<file path="config.mk">
export PLATFORM = sky130hd
export DESIGN_NAME = usb_rx_pkt_parser
export DESIGN_NICKNAME = d
export VERILOG_FILES = /design/src/rtl/usb_rx_pkt_parser.sv
export SDC_FILE = /design/constraint.sdc
export NUM_CORES = 1
export LEC_CHECK = 0
export ABC_CLOCK_PERIOD_IN_PS = 3320
export CAP_MARGIN = 20
export CORE_ASPECT_RATIO = 0.75
export CORE_MARGIN = 4
export CORE_UTILIZATION = 51
export DETAILED_ROUTE_END_ITERATION = 6
export HOLD_SLACK_MARGIN = 0.08
export PLACE_DENSITY = 0.77
export SYNTH_ARGS = -nofsm -noshare
export SYNTH_HDL_FRONTEND = slang
export SYNTH_SLANG_ARGS = --single-unit
</file>
<file path="constraint.sdc">
create_clock -name clk -period 3.32 [get_ports clk]
set_input_delay 0.664 -clock clk [delete_from_list [all_inputs] [get_ports clk]]
set_output_delay 0.664 -clock clk [all_outputs]
set_load 0.03 [all_outputs]
</file>
<file path="src/rtl/usb_rx_pkt_parser.sv">
// usb_rx_pkt_parser
//   Receive-side USB packet parser between the NRZI-decode/bit-unstuff stage
//   and the link controller. Validates the PID, checks CRC5 on tokens and
//   CRC16 on data packets, extracts the token address/endpoint, and reports
//   one completed packet per EOP with PID, error flags and field values.
//
// Build option:
//   USB_RX_PAYLOAD_EN  when defined, payload bytes are forwarded on
//                      rx_data_out/rx_data_valid through a 2-byte delay line
//                      so the CRC bytes never appear; otherwise both are 0.
//
// Ports:
//   clk, rst                 clock, synchronous active-high reset
//   self_addr[6:0]           device address for token address match
//   rx_byte[7:0]             received byte (LSB first on the wire)
//   rx_byte_valid            rx_byte valid this cycle
//   rx_sop                   qualifies the PID byte
//   rx_eop                   one-cycle pulse after the last byte
//   rx_abort                 line error, drops the packet in progress
//   rx_pkt_valid             one-cycle packet-complete pulse
//   rx_pid_val[3:0]          PID of the completed packet
//   crc5_err, crc16_err      CRC residual mismatch (token / data)
//   pid_err, len_err         bad/unknown PID, wrong byte count
//   addr_match               IN/OUT/SETUP token addressed to self_addr
//   rx_endp[3:0]             token endpoint
//   rx_payload_len[10:0]     data payload byte count
//   rx_data_out[7:0]         forwarded payload byte
//   rx_data_valid            payload byte strobe
module usb_rx_pkt_parser #(
   parameter int unsigned MAX_PAYLOAD = 1024
) (
   input  logic        clk,
   input  logic        rst,
   input  logic [6:0]  self_addr,
   input  logic [7:0]  rx_byte,
   input  logic        rx_byte_valid,
   input  logic        rx_sop,
   input  logic        rx_eop,
   input  logic        rx_abort,
   output logic        rx_pkt_valid,
   output logic [3:0]  rx_pid_val,
   output logic        crc5_err,
   output logic        crc16_err,
   output logic        pid_err,
   output logic        len_err,
   output logic        addr_match,
   output logic [3:0]  rx_endp,
   output logic [10:0] rx_payload_len,
   output logic [7:0]  rx_data_out,
   output logic        rx_data_valid
);
   localparam int unsigned CNT_W = 11;
   localparam logic [CNT_W-1:0] CNT_SAT   = '1;
   localparam logic [CNT_W-1:0] TOKEN_LEN = CNT_W'(2);
   localparam logic [CNT_W-1:0] CRC_BYTES = CNT_W'(2);
   localparam logic [31:0]      DATA_MAX  = 32'(MAX_PAYLOAD) + 32'd2;
   localparam logic [4:0]       CRC5_INIT  = 5'h1F;
   localparam logic [4:0]       CRC5_GOOD  = 5'h0C;
   localparam logic [15:0]      CRC16_INIT = 16'hFFFF;
   localparam logic [15:0]      CRC16_GOOD = 16'h800D;
   localparam logic [3:0]       PID_SOF    = 4'b0101;

   // The PID is decoded on the SOP byte itself, so there is no separate
   // PID-wait state and a data byte may follow the PID in the next cycle.
   typedef enum logic [2:0] {ST_IDLE, ST_TOKEN, ST_DATA, ST_HSK, ST_DROP} state_e;

   state_e           state_q, state_d;
   logic [3:0]       pid_q, pid_d;
   logic [CNT_W-1:0] cnt_q, cnt_d;
   logic [4:0]       crc5_q, crc5_d;
   logic [15:0]      crc16_q, crc16_d;
   logic [6:0]       addr_q, addr_d;
   logic [3:0]       endp_q, endp_d;
   logic             pkt_valid_q, pkt_valid_d;
   logic [3:0]       pid_val_q, pid_val_d;
   logic             crc5_err_q, crc5_err_d;
   logic             crc16_err_q, crc16_err_d;
   logic             pid_err_q, pid_err_d;
   logic             len_err_q, len_err_d;
   logic             addr_match_q, addr_match_d;
   logic [3:0]       endp_out_q, endp_out_d;
   logic [10:0]      payload_len_q, payload_len_d;

   // One byte of CRC5 (x^5+x^2+1), bit 0 first
   function automatic logic [4:0] crc5_byte(input logic [4:0] crc_in, input logic [7:0] b);
      logic [4:0] c;
      c = crc_in;
      for (int i = 0; i < 8; i++) begin
         if (c[4] ^ b[i]) c = {c[3:0], 1'b0} ^ 5'h05;
         else             c = {c[3:0], 1'b0};
      end
      return c;
   endfunction

   // One byte of CRC16 (0x8005), bit 0 first
   function automatic logic [15:0] crc16_byte(input logic [15:0] crc_in, input logic [7:0] b);
      logic [15:0] c;
      c = crc_in;
      for (int i = 0; i < 8; i++) begin
         if (c[15] ^ b[i]) c = {c[14:0], 1'b0} ^ 16'h8005;
         else              c = {c[14:0], 1'b0};
      end
      return c;
   endfunction

   // Packet state, field capture and status generation
   always_comb begin
      state_d       = state_q;
      pid_d         = pid_q;
      cnt_d         = cnt_q;
      crc5_d        = crc5_q;
      crc16_d       = crc16_q;
      addr_d        = addr_q;
      endp_d        = endp_q;
      pkt_valid_d   = 1'b0;
      pid_val_d     = pid_val_q;
      crc5_err_d    = crc5_err_q;
      crc16_err_d   = crc16_err_q;
      pid_err_d     = pid_err_q;
      len_err_d     = len_err_q;
      addr_match_d  = addr_match_q;
      endp_out_d    = endp_out_q;
      payload_len_d = payload_len_q;

      if (rx_abort) begin
         state_d = ST_IDLE;
      end else begin
         if (rx_byte_valid && rx_sop) begin
            // A new PID always restarts parsing, discarding any packet in flight
            pid_d   = rx_byte[3:0];
            cnt_d   = '0;
            crc5_d  = CRC5_INIT;
            crc16_d = CRC16_INIT;
            addr_d  = '0;
            endp_d  = '0;
            if (rx_byte[7:4] != ~rx_byte[3:0]) begin
               state_d = ST_DROP;
            end else begin
               unique case (rx_byte[3:0])
                  4'b0001, 4'b1001, 4'b0101, 4'b1101: state_d = ST_TOKEN;
                  4'b0011, 4'b1011:                   state_d = ST_DATA;
                  4'b0010, 4'b1010, 4'b1110:          state_d = ST_HSK;
                  default:                            state_d = ST_DROP;
               endcase
            end
         end else if (rx_byte_valid && (state_q != ST_IDLE)) begin
            if (cnt_q != CNT_SAT) cnt_d = cnt_q + CNT_W'(1);
            case (state_q)
               ST_TOKEN: begin
                  if (cnt_q == CNT_W'(0)) begin
                     addr_d    = rx_byte[6:0];
                     endp_d[0] = rx_byte[7];
                  end
                  if (cnt_q == CNT_W'(1)) endp_d[3:1] = rx_byte[2:0];
                  if (cnt_q < TOKEN_LEN)  crc5_d = crc5_byte(crc5_q, rx_byte);
               end
               ST_DATA: crc16_d = crc16_byte(crc16_q, rx_byte);
               default: ;
            endcase
         end

         // EOP is evaluated after any byte accepted in the same cycle
         if (rx_eop && (state_d != ST_IDLE)) begin
            pkt_valid_d   = 1'b1;
            pid_val_d     = pid_d;
            crc5_err_d    = 1'b0;
            crc16_err_d   = 1'b0;
            pid_err_d     = 1'b0;
            len_err_d     = 1'b0;
            addr_match_d  = 1'b0;
            endp_out_d    = '0;
            payload_len_d = '0;
            case (state_d)
               ST_TOKEN: begin
                  len_err_d    = (cnt_d != TOKEN_LEN);
                  crc5_err_d   = (cnt_d == TOKEN_LEN) && (crc5_d != CRC5_GOOD);
                  addr_match_d = (pid_d != PID_SOF) && (addr_d == self_addr);
                  endp_out_d   = endp_d;
               end
               ST_DATA: begin
                  len_err_d     = (cnt_d < CRC_BYTES) || (32'(cnt_d) > DATA_MAX);
                  crc16_err_d   = (crc16_d != CRC16_GOOD);
                  payload_len_d = cnt_d - CRC_BYTES;
               end
               ST_HSK:  len_err_d = (cnt_d != CNT_W'(0));
               default: pid_err_d = 1'b1;
            endcase
            state_d = ST_IDLE;
         end
      end
   end

   always_ff @(posedge clk) begin
      if (rst) begin
         state_q       <= ST_IDLE;
         pid_q         <= '0;
         cnt_q         <= '0;
         crc5_q        <= CRC5_INIT;
         crc16_q       <= CRC16_INIT;
         addr_q        <= '0;
         endp_q        <= '0;
         pkt_valid_q   <= 1'b0;
         pid_val_q     <= '0;
         crc5_err_q    <= 1'b0;
         crc16_err_q   <= 1'b0;
         pid_err_q     <= 1'b0;
         len_err_q     <= 1'b0;
         addr_match_q  <= 1'b0;
         endp_out_q    <= '0;
         payload_len_q <= '0;
      end else begin
         state_q       <= state_d;
         pid_q         <= pid_d;
         cnt_q         <= cnt_d;
         crc5_q        <= crc5_d;
         crc16_q       <= crc16_d;
         addr_q        <= addr_d;
         endp_q        <= endp_d;
         pkt_valid_q   <= pkt_valid_d;
         pid_val_q     <= pid_val_d;
         crc5_err_q    <= crc5_err_d;
         crc16_err_q   <= crc16_err_d;
         pid_err_q     <= pid_err_d;
         len_err_q     <= len_err_d;
         addr_match_q  <= addr_match_d;
         endp_out_q    <= endp_out_d;
         payload_len_q <= payload_len_d;
      end
   end

   assign rx_pkt_valid   = pkt_valid_q;
   assign rx_pid_val     = pid_val_q;
   assign crc5_err       = crc5_err_q;
   assign crc16_err      = crc16_err_q;
   assign pid_err        = pid_err_q;
   assign len_err        = len_err_q;
   assign addr_match     = addr_match_q;
   assign rx_endp        = endp_out_q;
   assign rx_payload_len = payload_len_q;

`ifdef USB_RX_PAYLOAD_EN
   logic [7:0] dl0_q, dl0_d, dl1_q, dl1_d;
   logic [1:0] held_q, held_d;
   logic [7:0] data_out_q, data_out_d;
   logic       data_valid_q, data_valid_d;

   // Two-byte delay line: a byte leaves only once two newer bytes arrived,
   // so the trailing CRC pair is never forwarded.
   always_comb begin
      dl0_d        = dl0_q;
      dl1_d        = dl1_q;
      held_d       = held_q;
      data_out_d   = data_out_q;
      data_valid_d = 1'b0;
      if (rx_abort || (rx_byte_valid && rx_sop)) begin
         held_d = '0;
      end else if (rx_byte_valid && (state_q == ST_DATA)) begin
         dl0_d = rx_byte;
         dl1_d = dl0_q;
         if (held_q == 2'd2) begin
            data_out_d   = dl1_q;
            data_valid_d = 1'b1;
         end else begin
            held_d = held_q + 2'd1;
         end
      end
      if (!rx_abort && rx_eop && (state_d == ST_IDLE)) held_d = '0;
   end

   always_ff @(posedge clk) begin
      if (rst) begin
         dl0_q        <= '0;
         dl1_q        <= '0;
         held_q       <= '0;
         data_out_q   <= '0;
         data_valid_q <= 1'b0;
      end else begin
         dl0_q        <= dl0_d;
         dl1_q        <= dl1_d;
         held_q       <= held_d;
         data_out_q   <= data_out_d;
         data_valid_q <= data_valid_d;
      end
   end

   assign rx_data_out   = data_out_q;
   assign rx_data_valid = data_valid_q;
`else
   assign rx_data_out   = '0;
   assign rx_data_valid = 1'b0;
`endif

endmodule

</file>
==> results of run 1 <==
==> sequential cells by signal, indices dropped and copies added, names as in the netlist, 3 cells and up <==
| register | count |
|---|---|
| crc5_q | 5 |
| addr_q | 7 |
| crc16_q | 16 |
| cnt_q | 11 |
| rx_pid_val | 4 |
| state_q | 3 |
| endp_q | 4 |
| rx_endp | 4 |
| rx_payload_len | 11 |
| pid_q | 4 |
==> worst min-delay path: cells and delay by family, from the launching register on <==
kind            cells  cell delay, ns
compound gates      1            0.05
simple gates        1            0.05
flops               1            0.31
==> power by group through the flow <==
stage	combinational (µW)	clock, µW	sequential, µW
CTS	263	991	905
detailed placement	260	0	925
finish	267	983	905
global route	286	1030	905
global placement	255	0	925
floorplan	177	0	926
==> metal layers <==
layer	track usage	vias to the layer above	routed length [µm]
met3	0.0697	22	1400
met2	0.370	256	5910
met5	0	-	0
met1	0.367	2270	6410
met4	0.0723	0	211
li1	-	2280	-
==> synth_stat cells (all sizes together), types with 7 or more instances <==
cell / count / area share
xor2: 17 / 0.031
o22ai: 10 / 0.013
mux2i: 19 / 0.040
a21oi: 50 / 0.054
nor4: 13 / 0.020
nand2b: 22 / 0.029
o21ai: 18 / 0.019
nand4: 10 / 0.013
nand3: 12 / 0.015
a22oi: 14 / 0.022
nor3: 16 / 0.017
ha: 8 / 0.021
inv: 16 / 0.013
xnor2: 42 / 0.078
or2: 7 / 0.0093
dfxtp: 75 / 0.32
buf: 24 / 0.030
clkbuf: 32 / 0.025
nand2: 55 / 0.044
nor2: 61 / 0.048
==> cell families (layout without fill, tap and decap cells) <==
kind of cell	after synthesis	in the layout	synth area share
AND/OR/NAND/NOR	228	228	0.248
adder cells (fa/ha/maj)	8	8	0.0212
flip-flops	75	75	0.317
AO/OA/AOI/OAI	142	142	0.196
multiplexers	19	19	0.0402
buffers and inverters	72	147	0.0677
XOR/XNOR	59	59	0.109
other	1	9	0.000793
==> cell type report <==
class,instances,area (µm²),share of cell area
Multi-Input combinational cell,465,2960,0.497
Timing Repair Buffer,116,981,0.165
Inverter,16,60.1,0.0101
Tap cell,128,160,0.0269
Clock inverter,6,66.3,0.0111
Sequential cell,75,1500,0.252
Clock buffer,9,225,0.0378
==> worst min-delay path by stage <==
stage	slack, ns	endpoint	startpoint	cells after the start
2_1_floorplan	0.46	endp_q[0]	endp_q[0]	2
3_3_place_gp	0.44	rx_payload_len[7]	rx_payload_len[7]	2
3_5_place_dp	0.45	rx_payload_len[9]	rx_payload_len[9]	2
4_1_cts	0.46	rx_payload_len[9]	rx_payload_len[9]	2
5_1_grt	0.48	rx_payload_len[9]	rx_payload_len[9]	2
6_report	0.45	rx_payload_len[9]	rx_payload_len[9]	2
==> cell usage in the layout, fill, tap and decap left out, drive strengths merged, types with 12 or more instances in the layout <==
cell type      instances
xor2                  17
nand2                 55
a21oi                 50
mux2i                 19
clkdlybuf4s50         43
nor2                  61
o21ai                 18
a22oi                 14
dfxtp                 75
nor3                  16
xnor2                 42
buf                   72
nand3                 12
inv                   17
nor4                  13
nand2b                22
==> metrics by stage <==
step	cells	setup TNS [ns]	hold WS, ns	area (µm²)
floorplan	612	0	0.461	4760
global placement	800	-0.916	0.445	5640
detailed placement	800	-2.22	0.449	5640
CTS	815	0	0.458	5930
global route	815	-0.00227	0.484	5960
finish	815	0	0.455	5960
==> what timing repair did <==
item	CTS	global route
endpoints found under the hold margin	0	0
setup endpoints to repair	0	7
resized for setup	0	6
==> results.toml, run 1 <==
[clock_tree]
clock-sinks = 75
cts_tree = "done"
postCtsSetupRepairBufs = 0
clk_pin_slew_ns = 0.06
cts_hold_buffers = 0
numCtsBuffers = 9
clk_latency_ns = 0.34
h-tree-depth = 3
cts_buffer_depth = 2
clockRootBuffer = "clkbuf_16"

[critical_path]
r2r_slack_ns = 0.24
path_depth = 10
rr_startpoint = "cnt_q[3]"
required_ns = 3.57
cp-end-kind = "flop"
endpoint = "len_err"
path_max_fanout = 8
critical-path-top-delay-family = "simple AND/OR/NAND/NOR gates"
path_buf_inv = 1
r2r-end = "len_err"
crit_type = "flop to flop"
arrival_ns = 3.32
r2r_cells = 10
critPathLaunch = "cnt_q[3]"
cpPeakStageDelay_ns = 0.55
cp_cell_sequence = "nand4_1, or4_1, nand3_1, a21oi_1, inv_1, ha_1, or4b_1, a31oi_1, a211oi_1, o41ai_2"
cp_slowest_cell = "or4_1"
cp-start-kind = "flop"

[die]
core_area_um2 = 9050
rows = 30
initial_core_util = 0.523
chipHeight_um = 91.4
ios = 55
die_x_um = 119
dieArea_um2 = 10900

[timing]
tightest_slew_ns = 0.963
max_clock_freq_ghz = 0.325
drv_slew = 0
slew_headroom = 0.358
setup_viol = 0
period_share = 0.927
finalWorstSetupSlack_ns = 0.243
period_needed_ns = 3.08
finalHoldViolations = 0
fin_skew_ns = 0.00704

[placed_design]
hpwl_um = 10300
io_buffers = 45
gp_congestion = 0.906
pre_cts_ws_ns = -0.333

[synth]
avgSynthCellArea_um2 = 7.83
yosysWarnings = 0
synth_flop_cell = "dfxtp_1"
synth-edff-count = 0
synth_cells = 604
synth_seq_cells = 75
async_reset_ff_frac = 0
synth-seq-area-share = 0.317
synth.distinct_cells = 64
syn-cell-area_um2 = 4730

[route]
vias_per_cell = 5.92
postRouteAntennaNets = 0
firstDrtPassIters = 5
route.detailed.drc = 0
dr_total_vias = 4828
wl_per_cell_um = 17.1
wl_um = 13900
drt-initial-drc-count = 406

[pwr]
pwr_density_cell_nw_per_um2 = 362
clockPowerShare = 0.456
p_total_uw = 2160
vdd_ir_drop_max_uv = 230
p_seq_frac = 0.420
power.leakage_uw = 0.00225
p_sw_uw = 560
switching_share = 0.260
pwr-share-comb = 0.124
internal_power_uw = 1600

[cells_and_area]
fin_nets = 712
num_antenna_cells = 0
drive_gt1_frac = 0.153
area_delta_synth_final_pct = 26.0
final.fill_count = 763
final_core_util = 0.659

[global_routing]
grt_antenna_before_repair = 0
grt_usage = 0.255
grt_overflow = 0
grt_pass1_vias = 4407
grt_first_pass_wirelength_um = 22500
grt_max_degree = 57

[hold_path]
hp-class = "flop to flop"

[flow_run]
maxCapViolations = 0

[outcome]
outcome = "finished, final reports clean"
Note: power is estimated with default switching activity, not from simulation.
==> inputs of run 2 (changes only) <==
Settings changed: SKIP_LAST_GASP set to 1.
==> run 2 against run 1 <==
  * Register-to-register slack worse by 0.03 ns
  * Sequential share of layout area hardly changed
  * Sequential power about the same
  * Worst setup slack got worse by 0.029 ns
  * Clock power barely moved
  * Power about the same
  * Clock skew increased by 0.00096 ns
  * Flip-flop and latch count unchanged
  * Critical endpoint is now rx_payload_len[9]
  * Largest cell class unchanged
  * Highest routed layer unchanged
==> results.toml, run 2 (synthesis gave the netlist of run 1 again) <==
[route]
wl_per_cell_um = 17.1
drt-initial-drc-count = 423
dr_total_vias = 4787
postRouteAntennaNets = 0
vias_per_cell = 5.87
wl_um = 13900
firstDrtPassIters = 5
route.detailed.drc = 0

[critical_path]
arrival_ns = 3.38
required_ns = 3.59
crit_type = "flop to flop"
critPathLaunch = "cnt_q[2]"
cpPeakStageDelay_ns = 0.53
critPathMostFrequentCell = "a21oi_1"
path_buf_inv = 2
cp-start-kind = "flop"
cp_cell_sequence = "nand4_1, nor4_2, buf_4, o21ai_0, a21oi_1, inv_1, ha_1, nor4b_2, xnor2_1, or3_1, a21oi_1"
critical-path-top-delay-family = "simple AND/OR/NAND/NOR gates"
cp_slowest_cell = "dfxtp_1"
cp-end-kind = "flop"
path_max_fanout = 8
rr_startpoint = "cnt_q[2]"

[cells_and_area]
num_antenna_cells = 0
largest_reg_flops = 16
fin_nets = 712
final_core_util = 0.658
mostFrequentLayoutCell = "dfxtp_1"
drive_gt1_frac = 0.151
area.sequential_um2 = 1500
area_delta_synth_final_pct = 25.8
final_cell_mix = "75 x dfxtp_1, 71 x buf_4, 61 x nor2_1, 55 x nand2_1, 49 x a21oi_1"
multiInputGateArea_um2 = 2960
fin_cells = 815
final.fill_count = 764
largest-register = "crc16_q"

[global_routing]
grt_max_degree = 57
grt_usage = 0.255
use_met1 = 0.367
grt-busiest-layer = "met2"
grt_overflow = 0
met2_usage = 0.370
met3_usage = 0.0697
grt_first_pass_wirelength_um = 22500
grt_antenna_before_repair = 0
grt_pass1_vias = 4407

[timing]
period_share = 0.935
max_clock_freq_ghz = 0.322
slew_headroom = 0.357
fin_skew_ns = 0.00800
hold_ws_ns = 0.455
rsz0062_at_grt = "true"
period_needed_ns = 3.11
tightest_slew_ns = 0.965
drv_slew = 0
finalHoldViolations = 0
setup_viol = 0

[clock_tree]
cts_buffer_depth = 2
clockRootBuffer = "clkbuf_16"
cts_tree = "done"
clk_latency_ns = 0.34
numCtsBuffers = 9
clock-sinks = 75
h-tree-depth = 3
clk_pin_slew_ns = 0.06

[die]
die_x_um = 119
core_area_um2 = 9050
ios = 55
dieArea_um2 = 10900
initial_core_util = 0.523
chipHeight_um = 91.4
rows = 30

[hold_path]
min_from = "rx_payload_len[9]"
hp-class = "flop to flop"

[placed_design]
hpwl_um = 10300
gp_congestion = 0.906
io_buffers = 45
dp.cells = 800

[outcome]
outcome = "finished, final reports clean"

[pwr]
pwr_density_cell_nw_per_um2 = 362
power.leakage_uw = 0.00224
vdd_ir_drop_max_uv = 229
p_total_uw = 2150

[flow_run]
maxCapViolations = 0
## run 2: cell types whose count changed in the layout (fill, tap and decap cells not counted)
cell     change
dfxtp_1      +1
dfxtp_2      -1
nor4_2       +1
nor4_4       -1
## run 2: what timing repair did
| action | CTS | global route |
|---|---|---|
| hold endpoints to repair | 0 | 0 |
| resized for setup | 0 | 4 |
| setup buffers | 0 | 0 |
| endpoints found under the setup margin | 0 | 7 |
| hold buffers | 0 | 0 |
## run 2: stage by stage
| step | setup slack (ns) | area, µm² | TNS [ns] |
|---|---|---|---|
| after floorplan | 0.0764 | 4760 | 0 |
| after global placement | -0.266 | 5640 | -0.916 |
| final | 0.215 | 5950 | 0 |
| after global routing | -0.0265 | 5950 | -0.0265 |
| after CTS | 0.0109 | 5930 | 0 |
| after detailed placement | -0.333 | 5640 | -2.22 |
## run 2: per-layer routing
| metal | vias up | share of wire | wire, µm |
|---|---|---|---|
| met5 | - | 0 | 0 |
| met4 | 0 | 0.015 | 209 |
| met3 | 25 | 0.094 | 1310 |
| met2 | 237 | 0.42 | 5870 |
| met1 | 2243 | 0.47 | 6520 |
| li1 | 2282 | - | - |
## run 2: layout make-up
class                           count  area share
Clock buffer                        9      0.0379
Clock inverter                      6      0.0111
Inverter                           16      0.0101
Multi-Input combinational cell    465       0.497
Sequential cell                    75       0.252
Tap cell                          128      0.0269
Timing Repair Buffer              116       0.165
## run 2: worst register-to-register path: stages, from the launching register on
cell,delay [ns]
dfxtp_1,0.53
nand4_1,0.38
nor4_2,0.36
buf_4,0.20
o21ai_0,0.14
a21oi_1,0.26
inv_1,0.07
ha_1,0.29
nor4b_2,0.20
xnor2_1,0.15
or3_1,0.32
a21oi_1,0.14
## run 2: power by group
| part | total (µW) | switching, µW | leakage [µW] | internal [µW] |
|---|---|---|---|---|
| Clock | 981 | 401 | 0.000146 | 580 |
| Sequential | 905 | 2.47 | 0.000605 | 903 |
| Combinational | 268 | 155 | 0.00149 | 112 |
## run 2: final timing paths
check | to | slack, ns | cells past startpoint
max reg2reg | rx_payload_len[9] | 0.21 | 11
min | rx_payload_len[9] | 0.45 | 2
min reg2reg | rx_payload_len[9] | 0.45 | 2
max | rx_payload_len[9] | 0.21 | 11
==> inputs of run 3 (changes only) <==
Settings changed: CORE_MARGIN 4 to unset, CORE_UTILIZATION 51 to 25, PLACE_DENSITY 0.77 to unset.
==> run 3 against run 2 <==
  * Sequential share of layout area down 1.2 points
  * Fmax down 1.5%
  * Design area up 4.9%
  * First-iteration DRC count down 16%
  * Non-clock buffer count up 20
  * Routed wire length up 0.36%
  * Combinational power up 6%
  * Register-to-register slack better by 0.16 ns
  * Sequential power about the same
  * Global-route usage down 11 points
  * Clock-buffer cell count unchanged
  * Power about the same
  * Largest cell class unchanged
==> results.toml, run 3 (synthesis gave the netlist of run 1 again) <==
[outcome]
outcome = "finished, final reports clean"

[route]
route.detailed.drc = 0
postRouteAntennaNets = 0
firstDrtPassIters = 6
vias_per_cell = 4.85
wl_per_cell_um = 14.6
drt-initial-drc-count = 354
dr_total_vias = 4635
wl_um = 14000

[cells_and_area]
largest-register = "crc16_q"
mostFrequentLayoutCell = "buf_4"
final_cell_mix = "90 x buf_4, 75 x dfxtp_1, 61 x nor2_1, 55 x nand2_1, 49 x a21oi_1"
drive_gt1_frac = 0.175
fin_cells = 955
fin_nets = 732
final.fill_count = 1957
area_delta_synth_final_pct = 32.0
num_antenna_cells = 0
largest_reg_flops = 16

[flow_run]
maxCapViolations = 0

[timing]
setup_viol = 0
period_share = 0.950
tightest_slew_ns = 1.02
rsz0062_at_grt = "false"
period_needed_ns = 3.15
max_clock_freq_ghz = 0.317
slew_headroom = 0.319
finalHoldViolations = 0
fin_skew_ns = 0.0112
drv_slew = 0

[critical_path]
path_buf_inv = 1
required_ns = 3.56
cpPeakStageDelay_ns = 0.59
cp_slowest_cell = "or4_4"
cp_cell_sequence = "clkdlybuf4s50_1, nand3_2, or2_0, o311a_1, or4_4, or4b_1, a31oi_1, a211oi_1, o41ai_2"
path_max_fanout = 5
rr_startpoint = "cnt_q[3]"
cp-start-kind = "primary input"
critical-path-top-delay-family = "simple AND/OR/NAND/NOR gates"
arrival_ns = 3.39
crit_type = "primary input to flop"
cp-end-kind = "flop"
critPathLaunch = "rx_byte_valid"

[placed_design]
dp.cells = 939
io_buffers = 45
gp_congestion = 0.911
hpwl_um = 10300

[die]
initial_core_util = 0.256
chipHeight_um = 121
die_x_um = 161
core_area_um2 = 18500
dieArea_um2 = 19500
rows = 43
ios = 55

[pwr]
p_total_uw = 2150
pwr_density_cell_nw_per_um2 = 345
vdd_ir_drop_max_uv = 199
power.leakage_uw = 0.00232

[global_routing]
grt_pass1_vias = 4319
grt_first_pass_wirelength_um = 23000
grt_max_degree = 58
grt_antenna_before_repair = 0
grt_overflow = 0
grt_usage = 0.148

[clock_tree]
h-tree-depth = 3
postCtsSetupRepairBufs = 0
clk_pin_slew_ns = 0.06
cts_buffer_depth = 2
cts_tree = "done"
numCtsBuffers = 9
cts_resized = 0
clockRootBuffer = "clkbuf_16"
cts_hold_buffers = 0
clk_latency_ns = 0.35
clock-sinks = 75

[hold_path]
min_from = "rx_payload_len[7]"
hp-class = "flop to flop"
-- run 3: final cells by class --
type                    count  area, µm²  share of cell area
multi-input cells         465       2950               0.472
well taps                 247        309              0.0495
clock buffers               9        225              0.0361
repair buffers            136       1140               0.183
inverters                  16       60.1             0.00962
flip-flops and latches     75       1500               0.240
clock inverters             7       58.8             0.00942
-- run 3: final timing paths --
path	to	slack [ns]	cells after the start
max reg2reg	len_err	0.37	12
min	rx_payload_len[7]	0.46	2
max	len_err	0.17	9
min reg2reg	rx_payload_len[7]	0.46	2
-- run 3: layer usage --
| layer | routed length (µm) | up-vias | global-route usage |
|---|---|---|---|
| li1 | - | 2327 | - |
| met3 | 669 | 12 | 0.0328 |
| met4 | 109 | 0 | 0.0307 |
| met1 | 7460 | 2183 | 0.220 |
| met2 | 5720 | 113 | 0.216 |
| met5 | 0 | - | 0 |
-- run 3: where the power goes --
| part | internal [µW] | switching (µW) |
|---|---|---|
| sequential | 902 | 2.34 |
| clock | 520 | 445 |
| combinational | 125 | 158 |
| total | 1550 | 605 |
-- run 3: metrics by stage --
step            util  TNS (ns)  hold slack, ns  cell area [µm²]  worst slack (ns)
2_1_floorplan      -         0           0.461             4760            0.0764
3_3_place_gp   0.321    -0.811           0.451             5950            -0.219
3_5_place_dp   0.321     -1.13           0.452             5950            -0.258
4_1_cts        0.337         0           0.462             6230            0.0861
5_1_grt        0.337         0           0.487             6240           0.00493
6_report       0.337         0           0.459             6240             0.167
-- run 3: worst register-to-register path, stage by stage, from the launching register on --
cell and delay [ns]:
dfxtp_1 0.48, nand4_1 0.22, buf_4 0.21, o31ai_1 0.31, xor2_1 0.14, nor2_1 0.24, inv_1 0.10, ha_1 0.25
buf_4 0.16, a311o_1 0.27, a31oi_1 0.19, a211oi_1 0.08, o41ai_2 0.19
